===== src/rtl/main_pkg.sv =====
// Shared constants, types and helpers for the vending-machine controller.
// Prices, mode encodings and error-flag positions live here so every file agrees on them.
package main_pkg;

   localparam int unsigned NUM_TYPES = 6;
   localparam int unsigned TYPE_W    = 3;
   localparam int unsigned STOCK_W   = 4;
   localparam int unsigned MONEY_W   = 7;
   localparam int unsigned AMT_W     = 4;
   localparam int unsigned PRICE_W   = 5;
   localparam int unsigned COST_W    = 9;
   localparam int unsigned ERR_W     = 7;

   localparam logic [STOCK_W-1:0] INIT_STOCK = 4'd5;
   localparam logic [STOCK_W-1:0] MAX_STOCK  = 4'd15;

   localparam logic [PRICE_W-1:0] PRICE [NUM_TYPES] = '{
      5'd5, 5'd7, 5'd10, 5'd12, 5'd15, 5'd20
   };

   typedef enum logic [1:0] {
      MODE_IDLE     = 2'd0,
      MODE_PURCHASE = 2'd1,
      MODE_RESTOCK  = 2'd2,
      MODE_RESERVED = 2'd3
   } mode_e;

   localparam int unsigned ERR_MONEY      = 0;
   localparam int unsigned ERR_STOCK      = 1;
   localparam int unsigned ERR_ZERO_BUY   = 2;
   localparam int unsigned ERR_OVERFLOW   = 3;
   localparam int unsigned ERR_ZERO_ADD   = 4;
   localparam int unsigned ERR_MODE       = 5;
   localparam int unsigned ERR_TYPE       = 6;

   typedef logic [ERR_W-1:0]   err_t;
   typedef logic [TYPE_W-1:0]  type_t;
   typedef logic [STOCK_W-1:0] stock_t;

   function automatic logic type_valid(input type_t t);
      return t < TYPE_W'(NUM_TYPES);
   endfunction

   // Out-of-range indices map to price 0; callers reject them via type_valid first.
   function automatic logic [PRICE_W-1:0] price_of(input type_t t);
      logic [PRICE_W-1:0] p;
      p = '0;
      for (int i = 0; i < NUM_TYPES; i++) begin
         if (t == TYPE_W'(i)) p = PRICE[i];
      end
      return p;
   endfunction

   function automatic logic [COST_W-1:0] cost_of(input type_t t, input logic [AMT_W-1:0] amt);
      return COST_W'(price_of(t)) * COST_W'(amt);
   endfunction

endpackage


===== src/rtl/main_inventory.sv =====
// Six-entry stock register file: one combinational read port, one write port.
// All entries return to INIT_STOCK on synchronous reset.
module main_inventory
   import main_pkg::*;
(
   input  logic   clk,
   input  logic   rst,
   input  type_t  rd_idx_i,
   output stock_t rd_data_o,
   input  logic   wr_en_i,
   input  type_t  wr_idx_i,
   input  stock_t wr_data_i
);

   stock_t stock [NUM_TYPES];

   always_comb begin
      rd_data_o = '0;
      for (int i = 0; i < NUM_TYPES; i++) begin
         if (rd_idx_i == TYPE_W'(i)) rd_data_o = stock[i];
      end
   end

   // NOTE: this file is built from flops, not a RAM macro, so every entry is reset
   // explicitly; a RAM array would have to be cleared by a sequencer instead.
   always_ff @(posedge clk) begin
      if (rst) begin
         for (int i = 0; i < NUM_TYPES; i++) stock[i] <= INIT_STOCK;
      end else begin
         for (int i = 0; i < NUM_TYPES; i++) begin
            if (wr_en_i && wr_idx_i == TYPE_W'(i)) stock[i] <= wr_data_i;
         end
      end
   end

endmodule


===== src/rtl/main.sv =====
// Vending-machine controller: one purchase/restock transaction per clock edge,
// outcome reported one cycle later as a registered 7-bit error flag word.
module main
   import main_pkg::*;
(
   input  logic               clk,
   input  logic               rst,
   input  logic [1:0]         mode,
   input  logic [MONEY_W-1:0] customer_money,
   input  logic [TYPE_W-1:0]  supply_type,
   input  logic [AMT_W-1:0]   customer_amount,
   input  logic [AMT_W-1:0]   amount_sypply_to_add,
   output logic [ERR_W-1:0]   error
);

   mode_e               mode_s;
   logic                type_ok;
   stock_t              rd_data;
   logic [COST_W-1:0]   cost;
   logic [STOCK_W:0]    restock_sum;
   err_t                error_d, error_q;
   logic                wr_en;
   stock_t              wr_data;

   assign mode_s      = mode_e'(mode);
   assign type_ok     = type_valid(supply_type);
   assign cost        = cost_of(supply_type, customer_amount);
   assign restock_sum = {1'b0, rd_data} + {1'b0, amount_sypply_to_add};

   main_inventory inv (
      .clk       (clk),
      .rst       (rst),
      .rd_idx_i  (supply_type),
      .rd_data_o (rd_data),
      .wr_en_i   (wr_en),
      .wr_idx_i  (supply_type),
      .wr_data_i (wr_data)
   );

   // A stock write happens only when the transaction raised no flag at all.
   always_comb begin
      // NOTE: every output of this block gets a default first, so no path can infer a latch.
      error_d = '0;
      wr_en   = 1'b0;
      wr_data = rd_data;
      case (mode_s)
         MODE_IDLE: begin
         end
         MODE_PURCHASE: begin
            if (!type_ok) begin
               error_d[ERR_TYPE] = 1'b1;
            end else begin
               error_d[ERR_ZERO_BUY] = (customer_amount == '0);
               error_d[ERR_STOCK]    = (rd_data < customer_amount);
               error_d[ERR_MONEY]    = ({2'b00, customer_money} < cost);
               wr_en   = (error_d == '0);
               wr_data = rd_data - customer_amount;
            end
         end
         MODE_RESTOCK: begin
            if (!type_ok) begin
               error_d[ERR_TYPE] = 1'b1;
            end else begin
               error_d[ERR_ZERO_ADD] = (amount_sypply_to_add == '0);
               error_d[ERR_OVERFLOW] = (restock_sum > {1'b0, MAX_STOCK});
               wr_en   = (error_d == '0);
               wr_data = restock_sum[STOCK_W-1:0];
            end
         end
         MODE_RESERVED: begin
            error_d[ERR_MODE] = 1'b1;
         end
      endcase
   end

   // NOTE: sequential state uses non-blocking assignments so every flop samples pre-edge values.
   always_ff @(posedge clk) begin
      if (rst) error_q <= '0;
      else     error_q <= error_d;
   end

   assign error = error_q;

endmodule


===== config.mk =====
export PLATFORM = sky130hd
export DESIGN_NAME = main
export DESIGN_NICKNAME = d
export VERILOG_FILES = /design/src/rtl/main_pkg.sv /design/src/rtl/main_inventory.sv /design/src/rtl/main.sv
export SDC_FILE = /design/constraint.sdc
export NUM_CORES = 1
export LEC_CHECK = 0
export ABC_AREA = 1
export CORE_AREA = 2 2 64 91
export DETAILED_ROUTE_END_ITERATION = 12
export DIE_AREA = 0 0 66 93
export PLACE_DENSITY = 0.7
export SLEW_MARGIN = 20
export SYNTH_ARGS = -nofsm -noshare
export SYNTH_HDL_FRONTEND = slang
export SYNTH_SLANG_ARGS = --single-unit
export TNS_END_PERCENT = 100

===== constraint.sdc =====
create_clock -name clk -period 7.7 [get_ports clk]
set_clock_uncertainty 0.1 [all_clocks]
set_input_delay 1.155 -clock clk [delete_from_list [all_inputs] [get_ports clk]]
set_output_delay 1.155 -clock clk [all_outputs]
set_load 0.005 [all_outputs]

==> impl_metrics.toml, run 1 <==
[finish]
layout.cells.non_filler = 423
final_nets = 414
diodes = 0
drive_gt1_share_pct = 10.4
finish.instance_area_sq_mm = 0.00308
areaGrowthSynthToFinish_pct = 16.5
finish.utilization_pct = 57.4

[synthesis]
ys_ff_latch = 31
ys_dominant_reg_cell = "edfxtp_1"
synthTopCellsByArea = "edfxtp_1 27%, ha_1 14%, nand2_1 9.1%"
synth_area_sq_mm = 0.00265
yosys_warnings = 0
synth_area_per_cell_sq_um = 8.14
netlist.area_leader.share_pct = 27.2
synthCells = 325
yosysUniqueCellTypes = 33
synth-edff-count = 24
synth_seq_area_share_pct = 32.5
synthesis.nets = 385
synth_largest_area_cell = "edfxtp_1"
ys_async_sr_fraction_pct = 0

[sta]
setup_ws_ns = 1.37
max_freq_mhz = 158
fin_crit_sh_pct = 82.2
worst_pin_slew_ns = 0.686
setup_violations = 0
rsz0062_at_grt = "no"
maxSlewViolCount = 0
relSlewSlack_pct = 54.0
final_hold_viol_count = 0
layout_min_cycle_time_ns = 6.33
tns_ns = 0

[worst_setup_path]
r2r_cells = 13
start_kind = "input port"
arrival_ns = 6.15
critPathMostFrequentCell = "nand2_1"
critPathRequiredTime_ns = 7.52
reg2reg_from = "inv.stock[0][12]$_SDFFCE_PN1P_"
path_class = "in -> reg"
cp_max_fo = 9
cpPeakStageDelay_ns = 0.60
end_kind = "flop"
slowest_stage = "clkdlybuf4s50_1"
reg2reg_setup_slack_ns = 4.39
r2r_end = "inv.stock[0][4]$_SDFFCE_PN1P_"

[min_path]
whs_path_depth = 4
min_from = "inv.stock[0][16]$_SDFFCE_PN1P_"
hold_end = "inv.stock[0][8]$_SDFFCE_PN1P_"
min_path_type = "reg -> reg"

[floorplanning]
io_pins = 29
die_y_um = 93
num_rows = 32
start_util_pct = 49.3
fp.dieW_um = 66
core_sq_mm = 0.00537
die_area_sq_mm = 0.00614

[cts]
ctsResizeCount = 0
htreeDepth = 2
clock-sinks = 31
cts_tree = "built"
clock_latency_ns = 0.28
cts_made_buffers = 5
root_buffer = "clkbuf_8"
clockBufferDepth = 2
cts_setup_buffers = 0
clkTransAtPathRegs_ns = 0.06
cts_hold_buf = 0

[drt]
dr.first_iter.drc_count = 165
viasPerCell = 5.44
wl_met1_mm = 2.44
finalWirelength_mm = 6.16
wl_per_cell_um = 14.6
highest_layer = "met4"
wl_met2_mm = 3.29
first_pass_iters = 4
wl_met3_um = 239
vias = 2302
ant_nets = 0
drc = 0

[placement]
place_congestion = 0.921
dp_hpwl_mm = 4.96
pre_cts_ws_ns = 1.11
dp_cells = 415
portBuffers = 28
dpl_cell_area_sq_mm = 0.00297

[grt]
antenna_found_initial = 0
grt_overflow = 0
grtUsageTotal_pct = 22.7
first_global_vias = 2266
grt_pass1_wl_mm = 10.5
grt_max_degree = 27

[pwr]
leakage_uw = 0.00140
vdd_drop_max_mv = 0.0782
powerDensity_mw_per_mm2 = 160
pwr-share-clk_pct = 31.0
switching_share_pct = 31.5
p_comb_share_pct = 31.5
pwr-share-seq_pct = 37.5
power.switching_uw = 155
internal_power_uw = 338

[job]
maxCapViolations = 0

[status]
status = "completed"
state kept, by name, summed over array words and instances (netlist names):
signal / count
error: 7
inv.stock: 24
placed cells by master (no fill, tap or decap):
cell type / count
a21oi_1: 14
a21oi_2: 2
a21oi_4: 2
a31o_2: 1
bufinv_16: 1
clkbuf_8: 5
clkdlybuf4s50_1: 28
clkinv_1: 2
clkinv_2: 1
dfxtp_1: 7
edfxtp_1: 24
fa_1: 8
ha_1: 30
inv_1: 42
inv_2: 7
mux2i_1: 1
nand2_1: 64
nand2_2: 2
nand3_1: 18
nand3_2: 6
nand3b_1: 1
nand4_1: 23
nand4_2: 2
nor2_1: 40
nor2_2: 2
nor3_1: 3
nor3_2: 1
o21ai_0: 9
o21ai_4: 1
or2_1: 1
or2_2: 4
xnor2_1: 1
xor2_1: 2
cell usage after synthesis (3+ instances only):
cell and instances:
a21oi_1 14, edfxtp_1 24, fa_1 8, o21ai_0 9
nand3_1 18, dfxtp_1 7, inv_1 42, nand4_1 23
or2_2 4, nor3_1 3, nand2_1 64, nor2_1 40
inv_2 7, nand3_2 6, ha_1 30
power by group through the flow:
| stage | Clock (uW) | Combinational (uW) | Sequential (uW) |
|---|---|---|---|
| floorplan | 0 | 111 | 188 |
| global placement | 0 | 152 | 188 |
| detailed placement | 0 | 154 | 188 |
| CTS | 152 | 155 | 185 |
| global route | 160 | 179 | 185 |
| finish | 153 | 155 | 185 |
worst max-delay path, delay by kind of cell:
family	cells	cell delay (ns)
buffers and inverters	6	1.02
adder cells (fa/ha/maj)	4	1.79
AND/OR/NAND/NOR	13	1.57
AO/OA/AOI/OAI	1	0.47
XOR/XNOR	1	0.14
cell families (layout without fill, tap and decap cells):
logic type | after synthesis | in the layout | share of synthesized area, %
buffers and inverters | 56 | 86 | 8.47
XOR/XNOR | 3 | 3 | 0.994
adder cells (fa/ha/maj) | 38 | 38 | 20.2
flip-flops | 31 | 31 | 32.5
AO/OA/AOI/OAI | 29 | 29 | 7.19
multiplexers | 1 | 1 | 0.378
AND/OR/NAND/NOR | 167 | 167 | 30.2
metal layers:
layer  up-vias  track usage, %
met5         -               0
met4         0            10.0
met3        13            3.25
met2        62            41.2
met1      1083            25.9
li1       1144               -
worst max-delay path by stage:
stage                        start  cells after the start                             end  slack (ns)
floorplan           supply_type[1]                     25   inv.stock[0][0]$_SDFFCE_PN1P_        2.06
global placement    supply_type[1]                     25  inv.stock[0][17]$_SDFFCE_PN0P_        1.23
detailed placement  supply_type[1]                     25   inv.stock[0][5]$_SDFFCE_PN0P_        1.11
CTS                 supply_type[1]                     25   inv.stock[0][4]$_SDFFCE_PN1P_        1.38
global route        supply_type[1]                     25   inv.stock[0][2]$_SDFFCE_PN1P_        0.96
finish              supply_type[1]                     25   inv.stock[0][4]$_SDFFCE_PN1P_        1.37
stage by stage:
step	power [uW]	hold slack, ns
detailed placement	343	0.697
global route	524	0.778
global placement	340	0.702
CTS	492	0.712
finish	493	0.721
floorplan	299	0.609
layout make-up:
type / instances / area [sq um]
fillers: 517 / 2280
multi-input cells: 238 / 1560
flip-flops and latches: 31 / 861
repair buffers: 28 / 280
inverters: 50 / 188
well taps: 68 / 85.1
clock buffers: 5 / 68.8
clock inverters: 3 / 38.8
(Power assumes the default switching activity.)
==> run 2: changes to the inputs <==
--- a/config.mk
+++ b/config.mk
@@ -9,7 +9,7 @@
 export CORE_AREA = 2 2 64 91
 export DETAILED_ROUTE_END_ITERATION = 12
 export DIE_AREA = 0 0 66 93
-export PLACE_DENSITY = 0.7
+export PLACE_DENSITY = 0.72
 export SLEW_MARGIN = 20
 export SYNTH_ARGS = -nofsm -noshare
 export SYNTH_HDL_FRONTEND = slang
==> constraint.sdc (replaced) <==
create_clock -name clk -period 5.75 [get_ports clk]
set_clock_uncertainty 0.1 [all_clocks]
set_input_delay 0.8625 -clock clk [delete_from_list [all_inputs] [get_ports clk]]
set_output_delay 0.8625 -clock clk [all_outputs]
set_load 0.005 [all_outputs]
==> impl_metrics.toml, run 2 (synthesis results as in run 1) <==
[pwr]
power_uw = 651
powerDensity_mw_per_mm2 = 201
vdd_drop_max_mv = 0.109
leakage_uw = 0.00152

[cts]
cts_tree = "built"
cts_made_buffers = 5
clkTransAtPathRegs_ns = 0.06
ctsResizeCount = 0
htreeDepth = 2
clock-sinks = 31
cts_setup_buffers = 0
clock_latency_ns = 0.28
cts_hold_buf = 0
root_buffer = "clkbuf_8"
clockBufferDepth = 2

[floorplanning]
io_pins = 29
die_area_sq_mm = 0.00614
start_util_pct = 49.3
die_y_um = 93
core_sq_mm = 0.00537
fp.dieW_um = 66
num_rows = 32

[grt]
first_global_vias = 2342
grt_overflow = 0
grt_max_degree = 27
antenna_found_initial = 0
grt_pass1_wl_mm = 10.6
grtUsageTotal_pct = 23.1

[worst_setup_path]
arrival_ns = 5.04
start_kind = "input port"
slowest_stage = "fa_1"
critPathRequiredTime_ns = 5.65
cpPeakStageDelay_ns = 0.57
critPathMostFrequentCell = "nand2_1"
cp_max_fo = 7
end_kind = "flop"
path_class = "in -> reg"

[job]
maxCapViolations = 0

[finish]
layout_commonest_cell = "nand2_1"
diodes = 0
n_fill_cell = 501
drive_gt1_share_pct = 15.2
final_cell_mix = "64 x nand2_1, 42 x inv_1, 39 x nor2_1, 30 x ha_1, 25 x clkdlybuf4s50_1"
largest_register = "inv.stock"
multiInputGateArea_sq_mm = 0.00156
largest_reg_flops = 24
areaGrowthSynthToFinish_pct = 22.5
regArea_sq_um = 861
final_nets = 433

[sta]
setup_violations = 0
maxSlewViolCount = 0
relSlewSlack_pct = 55.8
final_hold_viol_count = 0
rsz0062_at_grt = "no"
max_freq_mhz = 195
layout_min_cycle_time_ns = 5.14
fin_crit_sh_pct = 89.4
worst_pin_slew_ns = 0.658
holdWs_ns = 0.722

[drt]
first_pass_iters = 4
viasPerCell = 5.38
vias = 2379
wl_per_cell_um = 13.9
dr.first_iter.drc_count = 76
drc = 0
finalWirelength_mm = 6.17
ant_nets = 0

[placement]
portBuffers = 28
place_congestion = 0.926
dp_hpwl_mm = 5.15

[min_path]
min_path_type = "reg -> reg"

[status]
status = "completed"
## run 2: worst paths after layout
| check | start | end | slack, ns | cells past startpoint |
|---|---|---|---|---|
| worst max-delay path | supply_type[1] | inv.stock[0][15]$_SDFFCE_PN0P_ | 0.61 | 26 |
| worst min-delay path | inv.stock[0][16]$_SDFFCE_PN1P_ | inv.stock[0][0]$_SDFFCE_PN1P_ | 0.72 | 4 |
| worst max register to register | inv.stock[0][1]$_SDFFCE_PN0P_ | inv.stock[0][15]$_SDFFCE_PN0P_ | 2.69 | 13 |
| worst min register to register | inv.stock[0][16]$_SDFFCE_PN1P_ | inv.stock[0][0]$_SDFFCE_PN1P_ | 0.72 | 4 |
## run 2: critical path, delay by kind of cell
| family | cells | cell delay, ns |
|---|---|---|
| AOI/OAI and AO/OA | 1 | 0.18 |
| xor gates and xnor gates | 1 | 0.14 |
| adders and majority gates | 4 | 1.79 |
| buffers and inverters | 7 | 0.72 |
| and+or+nand+nor | 13 | 1.34 |
## run 2: layer usage
layer | part of all wire [%] | track usage (%) | up-vias
met4 | 3.0 | 10.5 | 0
met3 | 3.2 | 2.53 | 16
met1 | 39 | 26.7 | 1109
met5 | 0 | 0 | -
li1 | - | - | 1187
met2 | 55 | 41.8 | 67
## run 2: where the power goes
| group | switching (uW) | internal [uW] | total (uW) |
|---|---|---|---|
| clock network | 73.1 | 109 | 182 |
| logic | 132 | 89.8 | 221 |
| registers | 1.47 | 246 | 247 |
## run 2: metrics by stage
step	worst slack [ns]	utilization, %	TNS (ns)	area, sq um	instances
2_1_floorplan	0.398	-	0	2650	325
3_3_place_gp	0.0395	58.3	0	3130	434
3_5_place_dp	-0.0798	58.3	-1.18	3130	434
4_1_cts	0.221	60.2	0	3230	442
5_1_grt	0.248	60.4	0	3240	442
6_report	0.611	60.4	0	3240	442
## run 2: layout make-up
class,instances,share of cell area [%]
Sequential cell,31,26.6
Inverter,50,5.79
Timing Repair Buffer,47,13.7
Tap cell,68,2.63
Multi-Input combinational cell,238,48.2
Clock buffer,8,3.09
==> patch (flow settings as in run 2) <==
Set the package constant `MONEY_W` to 14 (it was 7).
--- a/src/rtl/main_pkg.sv
+++ b/src/rtl/main_pkg.sv
@@ -7,3 +7,3 @@
    localparam int unsigned STOCK_W   = 4;
-   localparam int unsigned MONEY_W   = 7;
+   localparam int unsigned MONEY_W   = 14;
    localparam int unsigned AMT_W     = 4;
Interface: changed (resized customer_money); port bits go from 29 to 36. The function was not compared with the original's and may differ.
==> patch against run 2 <==
Synthesized area is 2.9% lower; sequential power hardly changed; sequential share of layout area is 1.1 points lower; clock power is 12% higher; design area is 4.3% higher; core utilization is 2.6 points higher; register-to-register slack better by 0.05 ns; total power is 7.1% higher; largest power group unchanged; wire length is 2.9% higher; critical path type unchanged; sequential cell count stayed put; die area stayed put; worst setup slack worse by 0.18 ns; count of clock-buffer cells in the layout is 2 lower; via count is 0.71% lower.
==> patch: results (changes against run 2) <==
The run finished with clean final reports. The setup slack on the worst flop-to-flop path came out at 2.74 ns (+0.05 ns). The number of nets in the synthesized netlist came out at 385 (unchanged). The total CTS buffers is 5 (unchanged). The number of flip-flops under the largest register name came out at 24 (unchanged). The met3 wirelength from detailed routing is 257 um (+30%). The ratio of cells with drive above 1 in the final layout is 17.1% (+1.9 points). The maximum fanout count along the critical path came out at 8 (+1).

The internal cell power came out at 0.000479 W (+7.7%). The sequential element share of the synthesized area came to 33.5% (+0.97 points). The register with the most flip-flops in the final layout is inv.stock. Ranked by instance count, the synthesized netlist is headed by nand2_1 (61), nor2_1 (46), inv_1 (38).

The setup slack after placement was -0.347 ns (-0.267 ns). The biggest area contributor in the post-synthesis netlist is edfxtp_1. The met2 routing resource usage after global routing came to 42.1% (+0.34 points). The buffer type at the clock tree root is clkbuf_8. The combinational power is 0.000246 W (+11%). The via count of the first global-routing pass is 2378 (+1.5%). The overall fraction of global-route tracks in use is 22.0% (-1.1 points). The iteration-0 DRC count of the detailed router came to 127 (+67%). The detailed-router iteration count before antenna repair is 4 (unchanged). The number of port buffers came out at 35 (+25%). The met1 global-route usage came out at 23.6% (-3.1 points). The async set-or-reset flop fraction in the synthesized netlist came out at 0% (unchanged). The clock power share is 29.3% (+1.3 points). The final net count is 449 (+3.7%). The global-route wire length before repair came out at 10300 um (-2.9%). The largest net degree at the start of global routing came out at 27 (unchanged). The count of unique library cells instantiated by Yosys is 30 (-9.1%).

The maximum cell stage delay along the critical path is 0.56 ns. The final critical-path setup slack is 0.430 ns (-0.181 ns). The number of instances in the synthesized netlist is 316 (-2.8%). The clock latency at the later pin of the worst-skew pair came out at 0.28 ns (about the same). The worst-case headroom to the max-slew limit is 44.8% (-11 points). The clock-pin slew of the registers on the worst-case setup and hold paths came out at 0.06 ns (about the same). The number of filler instances in the final layout came out at 483 (-3.6%).

The detailed-placement wirelength estimate was 4960 um (-3.9%). The detailed-route vias per instance came to 5.27 (-2.0%). The worst slack on hold paths is 0.818 ns (+0.0962 ns). The final weighted congestion of routability-driven global placement is 0.860 (-7.2%). The worst path arrival time is 5.21 ns (+0.17 ns).

The sum of met2 wire segment lengths after detailed routing is 3530 um (+4.6%). The worst IR drop on VDD came out at 0.000176 V (+61%). The number of flops mapped to enable cells by yosys came to 24 (unchanged). The per-cell routed wire length is 14.2 um (+1.5%). The total routed wire length on the met1 layer is 2410 um (unchanged). Ranked by total cell area, the synthesized netlist is headed by edfxtp_1 (28%), ha_1 (16%), nand2_1 (8.9%), nor2_1 (6.7%), fa_1 (6.2%). The global-route met3 utilization is 2.17% (-0.36 points). The worst hold-check path type is register to register.

The number of levels in the clock H-tree came out at 2 (unchanged). The static power due to leakage came to 1.54 nW (+1.4%).
==> patch: changes by cell type after synthesis, moves of 4 or more <==
| cell | delta |
|---|---|
| nand3_1 | -8 |
| nand3_2 | -6 |
| nor2_1 | +6 |
| o21ai_1 | +6 |
| a21o_1 | +4 |
| inv_1 | -4 |
==> patch: stage by stage <==
stage | instance area, um2 | power (W) | cells
floorplan | 2570 | 0.000394 | 316
global placement | 3170 | 0.000478 | 440
detailed placement | 3170 | 0.000484 | 440
CTS | 3280 | 0.000690 | 447
global route | 3380 | 0.000740 | 448
finish | 3380 | 0.000698 | 448
==> patch: cell families (layout without fill, tap and decap cells) <==
logic type	after synthesis	after routing	share of synthesized area (%)
buffers and inverters	48	112	7.16
AND/OR/NAND/NOR	149	149	25.5
adder cells (fa/ha/maj)	40	40	21.8
XOR/XNOR	6	6	2.05
AO/OA/AOI/OAI	42	42	9.99
flip-flops	31	31	33.5
==> patch: layout make-up <==
class	instances	area, um2	share of cell area [%]
Multi-Input combinational cell	237	1600	47.5
Sequential cell	31	861	25.5
Clock inverter	1	30.0	0.889
Tap cell	68	85.1	2.52
Clock buffer	6	72.6	2.15
Inverter	44	165	4.89
Timing Repair Buffer	61	561	16.6
==> patch: path summary, 6_finish.rpt <==
path                                         end              from  depth (start not counted)
worst max register to register  inv.stock[0][23]   inv.stock[0][4]                         11
worst min register to register  inv.stock[0][20]  inv.stock[0][16]                          4
worst min-delay path            inv.stock[0][20]  inv.stock[0][16]                          4
worst max-delay path            inv.stock[0][12]    supply_type[2]                         23
==> patch: what timing repair did <==
action                     in CTS  in global routing
gates resized for setup         1                 26
setup endpoints to repair      14                 48
hold buffers                    0                  0
pin swaps                       0                  8
setup buffers                   0                  1
